==> src/rtl/dff_bank_arbiter.sv <==
// Round-robin write arbiter in front of one shared WIDTH-bit register.
// IDLE picks a winner and grants it; WRITE commits its data (or drops it on clr/withdrawal).
module dff_bank_arbiter #(
   parameter int                NUM_REQ   = 4,
   parameter int                WIDTH     = 8,
   parameter logic [WIDTH-1:0]  RESET_VAL = '0,
   parameter int                CNT_W     = 16,
   localparam int               IDX_W     = (NUM_REQ > 1) ? $clog2(NUM_REQ) : 1
) (
   input  logic                     clk,
   input  logic                     rst,
   input  logic [NUM_REQ-1:0]       req,
   input  logic [NUM_REQ*WIDTH-1:0] wdata,
   input  logic                     clr,
   output logic [NUM_REQ-1:0]       gnt,
   output logic                     ack,
   output logic [IDX_W-1:0]         owner,
   output logic                     busy,
   output logic [WIDTH-1:0]         q,
   output logic [CNT_W-1:0]         wr_count
);

   typedef enum logic {IDLE = 1'b0, WRITE = 1'b1} state_t;

   state_t             state_q, state_d;
   logic [IDX_W-1:0]   ptr_q, ptr_d;
   logic [IDX_W-1:0]   win_q, win_d;
   logic [NUM_REQ-1:0] gnt_q, gnt_d;
   logic               ack_q, ack_d;
   logic [IDX_W-1:0]   owner_q, owner_d;
   logic [WIDTH-1:0]   store_q, store_d;
   logic [CNT_W-1:0]   cnt_q, cnt_d;

   logic               found;
   logic [IDX_W-1:0]   pick;
   logic [IDX_W-1:0]   cand;
   logic [IDX_W-1:0]   win_next;

   // First requester at or after ptr, wrapping modulo NUM_REQ.
   always_comb begin
      found = 1'b0;
      pick  = '0;
      cand  = '0;
      for (int i = 0; i < NUM_REQ; i++) begin
         cand = IDX_W'((int'(ptr_q) + i) % NUM_REQ);
         if (!found && req[cand]) begin
            found = 1'b1;
            pick  = cand;
         end
      end
   end

   assign win_next = (win_q == IDX_W'(NUM_REQ - 1)) ? '0 : win_q + IDX_W'(1);

   always_comb begin
      state_d = state_q;
      ptr_d   = ptr_q;
      win_d   = win_q;
      gnt_d   = '0;
      ack_d   = 1'b0;
      owner_d = owner_q;
      store_d = store_q;
      cnt_d   = cnt_q;
      case (state_q)
         IDLE: begin
            if (clr) store_d = RESET_VAL;
            if (found) begin
               gnt_d   = NUM_REQ'(1) << pick;
               win_d   = pick;
               state_d = WRITE;
            end
         end
         WRITE: begin
            state_d = IDLE;
            // clr keeps ptr so the dropped winner gets the next turn again.
            if (clr) begin
               store_d = RESET_VAL;
            end else if (req[win_q]) begin
               store_d = wdata[win_q*WIDTH +: WIDTH];
               ack_d   = 1'b1;
               owner_d = win_q;
               cnt_d   = cnt_q + CNT_W'(1);
               ptr_d   = win_next;
            end else begin
               ptr_d   = win_next;
            end
         end
         default: state_d = IDLE;
      endcase
   end

   always_ff @(posedge clk or posedge rst) begin
      if (rst) begin
         state_q <= IDLE;
         ptr_q   <= '0;
         win_q   <= '0;
         gnt_q   <= '0;
         ack_q   <= 1'b0;
         owner_q <= '0;
         store_q <= RESET_VAL;
         cnt_q   <= '0;
      end else begin
         state_q <= state_d;
         ptr_q   <= ptr_d;
         win_q   <= win_d;
         gnt_q   <= gnt_d;
         ack_q   <= ack_d;
         owner_q <= owner_d;
         store_q <= store_d;
         cnt_q   <= cnt_d;
      end
   end

   assign gnt      = gnt_q;
   assign ack      = ack_q;
   assign owner    = owner_q;
   assign busy     = (state_q == WRITE);
   assign q        = store_q;
   assign wr_count = cnt_q;

endmodule

==> config.mk <==
export PLATFORM = sky130hd
export DESIGN_NAME = dff_bank_arbiter
export DESIGN_NICKNAME = d
export VERILOG_FILES = /design/src/rtl/dff_bank_arbiter.sv
export SDC_FILE = /design/constraint.sdc
export NUM_CORES = 1
export LEC_CHECK = 0
export BUFFER_PORTS_ARGS = -buffer_cell sky130_fd_sc_hd__buf_2
export CAP_MARGIN = 15
export CELL_PAD_IN_SITES_DETAIL_PLACEMENT = 1
export CELL_PAD_IN_SITES_GLOBAL_PLACEMENT = 1
export CORE_ASPECT_RATIO = 1.25
export CORE_MARGIN = 3
export CORE_UTILIZATION = 35
export CTS_CLUSTER_DIAMETER = 150
export CTS_CLUSTER_SIZE = 12
export DETAILED_ROUTE_END_ITERATION = 10
export PLACE_DENSITY = 0.81
export SETUP_SLACK_MARGIN = 0.4
export SYNTH_ARGS = -nofsm -noshare
export SYNTH_HDL_FRONTEND = slang
export SYNTH_SLANG_ARGS = --single-unit
==> constraint.sdc <==
create_clock -name clk -period 3 [get_ports clk]
set_input_delay 0.15 -clock clk [delete_from_list [all_inputs] [get_ports clk]]
set_output_delay 0.15 -clock clk [all_outputs]
set_load 0.02 [all_outputs]
# After elaboration in Yosys (flattened, before gate mapping)
# Cells that the tools add are included.
[word_totals] reg_bits=36 input_bits=39 out_inout_bits=32
[op_classes] add_sub_neg=5 order_cmp=5 eq_ne=3 shift=2 muxes=30 bitwise=2 n_reduce_logical=10
[op_table] op="indexed part select 32 x 6 -> 8 bit" count=1
[op_table] op="two-way mux 8 bit" count=3
[op_table] op="adder 16 x 1 -> 16 bit, second input constant" count=1
[op_table] op="case mux 8 bit (2 select lines)" count=1
[op_table] op="less-than comparator 2 x 3 -> 1 bit, second input constant" count=5
[op_table] op="two-way mux 1 bit" count=13
[op_table] op="binary-select mux 1 bit (select 2 bit)" count=5
[op_table] op="two-way mux 2 bit" count=5
[op_table] op="two-way mux 4 bit" count=2
[op_table] op="AND reduction 2 bit" count=3
[op_table] op="adder 2 x 1 -> 2 bit, second input constant" count=2
[op_table] op="adder 2 bit, second input constant" count=2
[op_table] op="left shift 1 x 2 -> 4 bit, first input constant" count=1
[op_table] op="logical AND 1 bit" count=3
[op_table] op="zero test 1 bit" count=3
[op_table] op="!= test 3 x 2 -> 1 bit, second input constant" count=1
[op_table] op="AND reduction 3 bit" count=1
[op_table] op="== test 2 bit, second input constant" count=1
[op_table] op="!= test 2 bit, second input constant" count=1
[op_table] op="inverter 1 bit" count=2
[op_table] op="case mux 1 bit (2 select lines)" count=1

# Depth between registers and ports, before layout
# Gate-level depths: netlist (run 1).
[depth] ltp_word=15 depth_mapped=6

# Worst setup path before layout (run 1)
# Ideal clock, no wire load.
[synth_timing] path_type="register -> register" from="register state_q, in the netlist busy" to="register cnt_q[1], in the netlist wr_count[1]" setup_time_ps=128 t_arrival_ps=1614 slack_ps=1258 stages_incl_launch_ff=5 path_buffers=1 synth_period_minus_slack_ps=1742 cell_sequence="dfrtp_1 > or3b_1 > a2bb2oi_4 > buf_6 > mux2_1"
[synth_via] elab_chain_len=1
[synth_lines] element="start, declared" line_no="25" source="state_t state_q, state_d;"
[synth_lines] element="start signal, assigned" line_no="103" source="state_q <= state_d;"
[synth_lines] element="AND reduction 3 bit (no source line)"
[synth_lines] element="end signal, assigned" line_no="110" source="cnt_q <= cnt_d;"
[synth_lines] element="end, declared" line_no="32" source="logic [CNT_W-1:0] cnt_q, cnt_d;"
# No other way between the ends.
# A chain may end at the register's enable or synchronous reset.

# Final worst setup path (run 1)
[layout_timing] from="register win_q[0]" to="register store_q[2], in the netlist q[2]"
[layout_via] elab_chain_len=4
[layout_lines] element="start, declared" line_no="27" source="logic [IDX_W-1:0] win_q, win_d;"
[layout_lines] element="start signal, assigned" line_no="105" source="win_q <= win_d;"
[layout_lines] element="indexed part select 32 x 6 -> 8 bit / binary-select mux 1 bit (select 2 bit) (equally long branches)" line_no="79, 78"
[layout_lines] element="two-way mux 8 bit / two-way mux 1 bit (equally long branches)" line_no="78" source="end else if (req[win_q]) begin"
[layout_lines] element="two-way mux 8 bit / != test 3 x 2 -> 1 bit (equally long branches)"
[layout_lines] element="case mux 8 bit (2 select lines) / AND reduction 2 bit (equally long branches)"
[layout_lines] element="end signal, assigned" line_no="109" source="store_q <= store_d;"
[layout_lines] element="end, declared" line_no="31" source="logic [WIDTH-1:0] store_q, store_d;"
# Several ways; a longest one is shown, not always the timed one. The select of a mux whose other input is x is not followed.

==> results of run 1 <==
==> cells in the mapped netlist, drive strengths merged (3+ instances only) <==
master / count / share of area (%)
nor2: 9 / 1.8
mux4: 8 / 9.8
nor3b: 3 / 1.5
nor3: 5 / 2.7
a22o: 8 / 3.8
buf: 3 / 1.1
xor2: 13 / 6.2
inv: 3 / 0.61
nor4b: 5 / 4.1
nand2b: 4 / 1.4
mux2: 4 / 2.4
dfrtp: 36 / 49
nand2: 7 / 1.4
==> worst paths after layout <==
kind / endpoint / slack (ns) / cells past startpoint
min in group asynchronous: wr_count[5] / 0.51 / 4
hold / removal: gnt[0] / 0.24 / 3
setup reg to reg: q[2] / 0.63 / 4
hold reg to reg: wr_count[15] / 0.47 / 1
max in group asynchronous: wr_count[2] / 2.16 / 4
setup / recovery: q[2] / 0.63 / 4
==> power by group <==
part | total [mW] | internal (mW) | switching, mW
combinational | 0.711 | 0.334 | 0.377
sequential | 0.776 | 0.610 | 0.166
clock | 0.320 | 0.158 | 0.162
==> per-stage QoR <==
stage | area, µm² | worst slack [ns] | hold slack, ns
6_report | 2350 | 0.631 | 0.239
5_1_grt | 2350 | 0.407 | 0.282
4_1_cts | 2350 | 0.608 | 0.238
3_5_place_dp | 2260 | 0.627 | 0.287
3_3_place_gp | 2260 | 0.715 | 0.277
2_1_floorplan | 1850 | 1.26 | 0.317
==> layer usage <==
layer	vias up	global-route usage [%]	wire, µm
met5	-	0	0
met4	0	3.59	42
met3	5	3.70	196
met2	29	28.8	2590
met1	714	18.5	1820
li1	668	-	-
==> area by class of cell <==
cell class / instances / area, µm²
flip-flops and latches: 36 / 901
clock inverters: 1 / 5.00
fillers: 559 / 2560
well taps: 60 / 75.1
inverters: 3 / 11.3
multi-input cells: 97 / 913
clock buffers: 6 / 72.6
repair buffers: 72 / 368
==> cells by family after synthesis <==
kind of cell | Yosys count
flip-flops | 36
AO/OA/AOI/OAI | 20
multiplexers | 14
adder cells (fa/ha/maj) | 2
AND/OR/NAND/NOR | 46
buffers and inverters | 6
XOR/XNOR | 15
==> critical path: stages (launching register included) <==
cell and delay, ns:
dfrtp_1 0.79, mux2i_1 0.46, a2bb2oi_4 0.55, inv_2 0.19, a22o_1 0.26
==> sequential cells by signal (all words and copies together) (netlist names) <==
register / flops
gnt: 4
win_q: 2
busy: 1
ptr_q: 2
owner: 2
ack: 1
wr_count: 16
q: 8
==> qor.txt, run 1 <==
outcome - finished, final reports clean
CTS Buf Count - 5
sequential-to-total area share from yosys stat - 48.8%
Initial Utilization - 37.6%
first-pass GRT wire length - 7.62 mm
total power - 1.81 mW
Post-Synth Adder-Cell Area - 1.36%
RSZ-0062 raised after global routing - no
vias per cell - 5.15
cell count after synthesis - 139
Routed WL per cell - 16.9 µm
Post-Syn Area - 0.00185 mm²
Max clock buf depth - 2
dpl cells - 267
Detailed Place HPWL - 3.70 mm
Final Max Slew Viols - 0
worst path arrival time - 2.54 ns
Worst Path Required - 3.17 ns
DRC - 0
Fin Setup TNS - 0 ns
post-synthesis xor/xnor area fraction - 7.12%
die area - 0.00619 mm²
most common cell after layout, fill and taps aside - buf_2
IO Count - 71
crit path time final - 2.37 ns
Area growth, synth to finish - 27.1%
CTS root buffer - clkbuf_8
post-layout util - 47.8%
initial antenna violation count - 0
# rows - 28
Detailed Route WL - 4.65 mm
CTS tree - done
Worst-Skew Late Latency - 0.29 ns
drt initial violations - 45
share of cells above drive strength 1 - 48.4%
Rel. slew slack - 53.9%
Critical path origin - win_q[0]
Final GP Congestion - 0.716
Compound-Gate Fraction of Synth Area - 9.83%
beginning of the worst hold path - req[3]
RR Startpoint - win_q[0]
Clock Sinks - 36
die height - 87.2 µm
Leak Pwr - 1.22 nW
Ant. Diodes - 0
Synth cell types - 41
path type of the worst min-delay path - in2reg
vias in the first global route - 1545
Worst Skew - 0.00995 ns
CP max FO - 18
Syn Area/Cell - 13.3 µm²
Worst Setup End Kind - register
flops & latches, synth - 36
total grt overflow - 0
Crit Path Category - reg2reg
Pre-Repair DR Iteration Count - 4
most frequent cells in the layout - buf_2, dfrtp_1, xor2_1
Setup Buffers After CTS - 0
Power Density - 770 mW/mm²
mux contribution to synthesized area - 13.3%
Clock transition at path regs - 0.07 ns
Final Setup Violations - 0
fmax - 0.422 GHz
Hold Buf Count CTS - 1
fin cells - 275
Final Net Count - 256
# resized after CTS - 0
Synth Area in Simple Gates - 17.9%
Max IR drop VDD - 0.351 mV
gr usage total - 15.7%
Post-synth EDFFs - 0
yosys warns - 0
ys flop type - dfrtp_1
H-tree depth - 2
synthesized net count - 180
actual slew at the worst max-slew pin - 0.692 ns
Worst Setup Start Kind - register
Period Utilization, post-route - 79.0%
async set-reset flop share out of synthesis - 100%
Vias - 1416
Antenna Nets Post-Route - 0
Final Hold Viols - 0
largest family of logic cells by synthesized area - simple AND/OR/NAND/NOR gates
max-cap viol count - 0
largest net degree at the start of global routing - 37
Core Box Area - 0.00490 mm²
IO Port Bufs - 70
Chip Width - 71.0 µm
Power figures use the tool's default switching activity.
==> run 2, diff against run 1 <==
==> constraint.sdc (replaced) <==
create_clock -name clk -period 2.2 [get_ports clk]
set_input_delay 0.11 -clock clk [delete_from_list [all_inputs] [get_ports clk]]
set_output_delay 0.11 -clock clk [all_outputs]
set_load 0.02 [all_outputs]
==> run 2 against run 1 <==
Register-to-register slack worse by 0.16 ns. Via count is 3.0% higher. Flip-flop and latch count stayed put. Worst hold slack worse by 0.046 ns. Non-clock buffer count is 5 higher. Die area stayed put. Clock skew is 0.0018 ns higher. Fmax is 37% higher. Total power is 45% higher. First-iteration DRC count is 24% higher. Sequential power is 26% higher. Wire length is 3.8% higher. Critical path type unchanged.
==> qor.txt, run 2 (synthesis results as in run 1) <==
outcome - finished, final reports clean
RSZ-0062 raised after global routing - yes
vias per cell - 5.19 (+0.84%)
Detailed Route WL - 4.83 mm (+3.8%)
most common cell after layout, fill and taps aside - buf_2
Detailed Place HPWL - 3.61 mm (-2.3%)
Worst Path Required - 2.41 ns (-0.76 ns)
critical-path cell list - or3b_4 > a2bb2oi_4 > buf_6 > nor4b_4 > xor2_1
M2 GR Usage - 25.1% (-3.6 points)
share of cells above drive strength 1 - 51.6% (+3.2 points)
dpl cells - 270 (+1.1%)
R2R Setup Slk - 0.47 ns (-0.16 ns)
max-cap viol count - 0 (unchanged)
CTS tree - done
cell depth of the worst setup path - 5 (+1)
Leak Pwr - 1.33 nW (+9.6%)
path type of the worst min-delay path - in2reg
largest net degree at the start of global routing - 37 (unchanged)
Final GP Congestion - 0.824 (+15%)
PnR worst setup slack - 0.470 ns (-0.160 ns)
CTS Buf Count - 5 (unchanged)
CP max-delay cell - dfrtp_2
design area - 0.00246 mm² (+5.0%)
Worst Setup End Kind - register
Worst Skew - 0.0118 ns (+0.00181 ns)
max FFs per register - 16 (unchanged)
Worst path max stage delay - 0.42 ns (-0.37 ns)
Final Max Slew Viols - 0 (unchanged)
Buf/Inv on CP - 1 (unchanged)
IO Port Bufs - 70 (unchanged)
Worst-Skew Late Latency - 0.29 ns (about the same)
Clock Sinks - 36 (unchanged)
total grt overflow - 0 (unchanged)
fin cells - 281 (+2.2%)
IO Count - 71 (unchanged)
CTS root buffer - clkbuf_8
delay-heaviest family, CP - simple AND/OR/NAND/NOR gates
fmax - 0.578 GHz (+37%)
Core Box Area - 0.00490 mm² (unchanged)
most frequent cells in the layout - buf_2, dfrtp_1, xor2_1
crit path time final - 1.73 ns (-0.640 ns)
Area growth, synth to finish - 33.4%
H-tree depth - 2 (unchanged)
Final Net Count - 261 (+2.0%)
gr usage total - 15.7% (+0.037 points)
Max IR drop VDD - 0.607 mV (+73%)
r2r worst-path depth - 5 (+1)
Reg-to-Reg End - wr_count[9]
# rows - 28 (unchanged)
first-pass GRT wire length - 7.56 mm (-0.72%)
initial antenna violation count - 0 (unchanged)
grt met1 use - 20.1% (+1.7 points)
Routed WL per cell - 17.2 µm (+1.6%)
RR Startpoint - busy
Critical path origin - busy
drt initial violations - 56 (+24%)
global routing's busiest layer - met2
met3 GRT Util - 3.81% (+0.12 points)
vias in the first global route - 1493 (-3.4%)
Max clock buf depth - 2 (unchanged)
Period Utilization, post-route - 78.6% (-0.36 points)
Crit Path Category - reg2reg
die height - 87.2 µm (unchanged)
Rel. slew slack - 59.1% (+5.2 points)
Pre-Repair DR Iteration Count - 4 (unchanged)
dpl cell area - 0.00228 mm² (+1.0%)
actual slew at the worst max-slew pin - 0.612 ns (-0.0799 ns)
Ant. Diodes - 0 (unchanged)
Filler cells - 550 (-1.6%)
DRC - 0 (unchanged)
Antenna Nets Post-Route - 0 (unchanged)
pre-CTS setup slack - 0.347 ns (-0.280 ns)
Worst Setup Start Kind - register
CP max FO - 18 (unchanged)
Chip Width - 71.0 µm (unchanged)
CP endpoint - wr_count[9]
die area - 0.00619 mm² (unchanged)
Final Hold Viols - 0 (unchanged)
Vias - 1459 (+3.0%)
worst path arrival time - 1.94 ns (-0.60 ns)
Fin Setup TNS - 0 ns (unchanged)
Initial Utilization - 37.6% (unchanged)
Final Setup Violations - 0 (unchanged)
Clock transition at path regs - 0.08 ns (about the same)
Power Density - 1060 mW/mm² (+38%)
-- run 2: worst min-delay path by stage --
stage,depth (start not counted),start,endpoint
5_1_grt,3,req[3],gnt[0]
2_1_floorplan,1,rst,ack
4_1_cts,3,req[3],gnt[0]
6_report,3,req[3],gnt[0]
3_3_place_gp,3,rst,gnt[3]
3_5_place_dp,3,rst,gnt[2]
-- run 2: per-stage QoR --
stage / hold WS [ns] / utilization [%] / power, mW
finish: 0.193 / 50.2 / 2.61
global route: 0.225 / 50.2 / 2.80
CTS: 0.186 / 48.9 / 2.60
detailed placement: 0.249 / 46.5 / 2.09
global placement: 0.236 / 46.5 / 2.06
floorplan: 0.277 / - / 1.74
-- run 2: area by class of cell --
cell class / count / area, µm² / area share (%)
clock buffer: 6 / 82.6 / 3.35
multi-input combinational: 97 / 972 / 39.5
clock inverter: 2 / 10.0 / 0.407
sequential: 36 / 902 / 36.6
inverter: 3 / 11.3 / 0.457
tap: 60 / 75.1 / 3.05
timing repair buffer: 77 / 409 / 16.6
-- run 2: worst min-delay path: stages --
cell    delay (ns)
buf_2         0.13
o22a_1        0.15
nor2_1        0.05
-- run 2: repair_timing --
item,CTS,global route
hold buffers,1,0
buffers inserted,0,2
pin swaps,0,3
setup endpoints to repair,6,16
hold endpoints to repair,36,0
gates cloned,0,0
resized for setup,3,7
-- run 2: metal layers --
metal  wire length [µm]  up-vias
met5                  0        -
met4                150        0
met3                202       13
met2               2620       42
met1               1860      728
li1                   -      676
-- run 2: report_power, final --
| part | internal [mW] | total [mW] | switching (mW) | leakage [nW] |
|---|---|---|---|---|
| logic | 0.509 | 1.14 | 0.634 | 0.808 |
| registers | 0.833 | 0.978 | 0.145 | 0.476 |
| clock network | 0.250 | 0.493 | 0.243 | 0.0510 |
==> run 3, diff against run 2 <==
==> constraint.sdc (replaced) <==
create_clock -name clk -period 1.7 [get_ports clk]
set_input_delay 0.085 -clock clk [delete_from_list [all_inputs] [get_ports clk]]
set_output_delay 0.085 -clock clk [all_outputs]
set_load 0.02 [all_outputs]
==> run 3 against run 2 <==
Clock skew is 0.0090 ns lower. Sequential share of layout area is 2.1 points lower. Flip-flop and latch count stayed put. Register-to-register slack worse by 0.43 ns. Largest power group unchanged. Critical path depth stayed put. Cell count is 1.8% higher. Total power is 41% higher. Die area stayed put. Non-clock buffer count is 6 higher. Worst setup slack worse by 0.43 ns. Utilization is 3.3 points higher.
==> qor.txt, run 3 (synthesis results as in run 1) <==
outcome - finished, final reports clean
largest net degree at the start of global routing - 37 (unchanged)
Detailed Route WL - 5.27 mm (+9.2%)
crit path time final - 1.66 ns (-0.0721 ns)
Clock transition at path regs - 0.07 ns (about the same)
Clock Sinks - 36 (unchanged)
Hold WS - 0.180 ns (-0.0132 ns)
Area growth, synth to finish - 42.2%
IO Count - 71 (unchanged)
vias per cell - 5.24 (+1.0%)
first-pass GRT wire length - 8.04 mm (+6.3%)
CP max-delay cell - dfrtp_2
initial antenna violation count - 0 (unchanged)
total grt overflow - 0 (unchanged)
Worst Path Required - 1.87 ns (-0.54 ns)
Chip Width - 71.0 µm (unchanged)
H-tree depth - 2 (unchanged)
path type of the worst min-delay path - in2reg
Final Hold Viols - 0 (unchanged)
critical-path cell list - mux2i_2 > a2bb2oi_4 > clkbuf_16 > inv_2 > a22o_1
max-cap viol count - 0 (unchanged)
Worst-Skew Late Latency - 0.28 ns (about the same)
Crit Path Category - reg2reg
Antenna Nets Post-Route - 0 (unchanged)
Ant. Diodes - 0 (unchanged)
Worst path max stage delay - 0.43 ns (about the same)
Power Density - 1410 mW/mm² (+33%)
Final Setup Violations - 0 (unchanged)
Vias - 1500 (+2.8%)
CP max FO - 9 (-9)
fin cells - 286 (+1.8%)
total power - 3.69 mW (+41%)
max FFs per register - 16 (unchanged)
vias in the first global route - 1636 (+9.6%)
Filler cells - 544 (-1.1%)
DRC - 0 (unchanged)
dpl cells - 273 (+1.1%)
delay-heaviest family, CP - compound AO/OA/AOI/OAI gates
IO Port Bufs - 70 (unchanged)
Max clock buf depth - 2 (unchanged)
CTS Buf Count - 5 (unchanged)
Worst Skew - 0.00275 ns (-0.00902 ns)
Period Utilization, post-route - 97.5% (+19 points)
gr usage total - 16.8% (+1.0 points)
Rel. slew slack - 59.6% (+0.58 points)
share of cells above drive strength 1 - 59.7% (+8.2 points)
fmax - 0.603 GHz (+4.3%)
actual slew at the worst max-slew pin - 0.604 ns (-0.00860 ns)
# rows - 28 (unchanged)
Initial Utilization - 37.6% (unchanged)
Core Box Area - 0.00490 mm² (unchanged)
Worst Setup End Kind - register
Final Net Count - 267 (+2.3%)
most frequent cells in the layout - buf_2, dfrtp_1, xor2_1
Buf/Inv on CP - 2 (+1)
most common cell after layout, fill and taps aside - buf_2
CTS root buffer - clkbuf_8
Pre-Repair DR Iteration Count - 4 (unchanged)
Final Max Slew Viols - 0 (unchanged)
Routed WL per cell - 18.4 µm (+7.3%)
die area - 0.00619 mm² (unchanged)
worst path arrival time - 1.83 ns (-0.11 ns)
CTS tree - done
Worst Setup Start Kind - register
Max IR drop VDD - 0.678 mV (+12%)
die height - 87.2 µm (unchanged)
drt initial violations - 57 (+1.8%)
RSZ-0062 raised after global routing - yes
Final GP Congestion - 0.736 (-11%)
Detailed Place HPWL - 3.86 mm (+7.0%)
Leak Pwr - 1.41 nW (+5.6%)
run 3: path summary, 6_finish.rpt:
path,startpoint,endpoint,slack [ns],cells after the start
max,win_q[0],q[7],0.04,5
min reg2reg,wr_count[15],wr_count[15],0.47,1
min in group asynchronous,rst,wr_count[10],0.46,4
min,req[3],gnt[3],0.18,3
max in group asynchronous,rst,ptr_q[1],0.90,4
max reg2reg,win_q[0],q[7],0.04,5
run 3: tightest hold or removal path, stage by stage:
cell and delay [ns]:
buf_2 0.17, o22ai_4 0.10, nor2_2 0.07
run 3: stage by stage:
step / setup TNS (ns) / area, µm² / setup slack (ns) / utilization, %
after floorplan: 0 / 1870 / 0.0508 / -
after global placement: 0 / 2340 / 0.111 / 47.7
after detailed placement: 0 / 2340 / 0.0584 / 47.7
after CTS: 0 / 2500 / 0.0488 / 50.9
after global routing: -0.399 / 2630 / -0.0637 / 53.5
final: 0 / 2630 / 0.0425 / 53.5
run 3: metal layers:
layer | part of all wire [%] | global-route usage (%) | vias to the layer above
met3 | 3.7 | 3.46 | 8
met5 | 0 | 0 | -
met4 | 1.8 | 7.01 | 0
met2 | 57 | 30.3 | 36
li1 | - | - | 689
met1 | 38 | 19.1 | 767
run 3: cell type report:
cell class | count | area (µm²) | share of cell area [%]
Tap cell | 60 | 75.1 | 2.86
Clock buffer | 7 | 96.3 | 3.67
Inverter | 3 | 11.3 | 0.429
Timing Repair Buffer | 83 | 500 | 19.1
Sequential cell | 36 | 906 | 34.5
Multi-Input combinational cell | 97 | 1040 | 39.5
run 3: repair_timing:
item,4_1_cts,5_1_grt
pin swaps,2,12
endpoints found under the hold margin,36,0
gates cloned,0,1
setup buffers,2,2
setup endpoints to repair,30,33
resized for setup,8,21
hold buffers,1,0
run 3: power by group:
part	internal, mW	switching [mW]	total [mW]	leakage, nW
Sequential	1.09	0.204	1.29	0.473
Clock	0.361	0.297	0.658	0.0503
Combinational	0.843	0.904	1.75	0.887
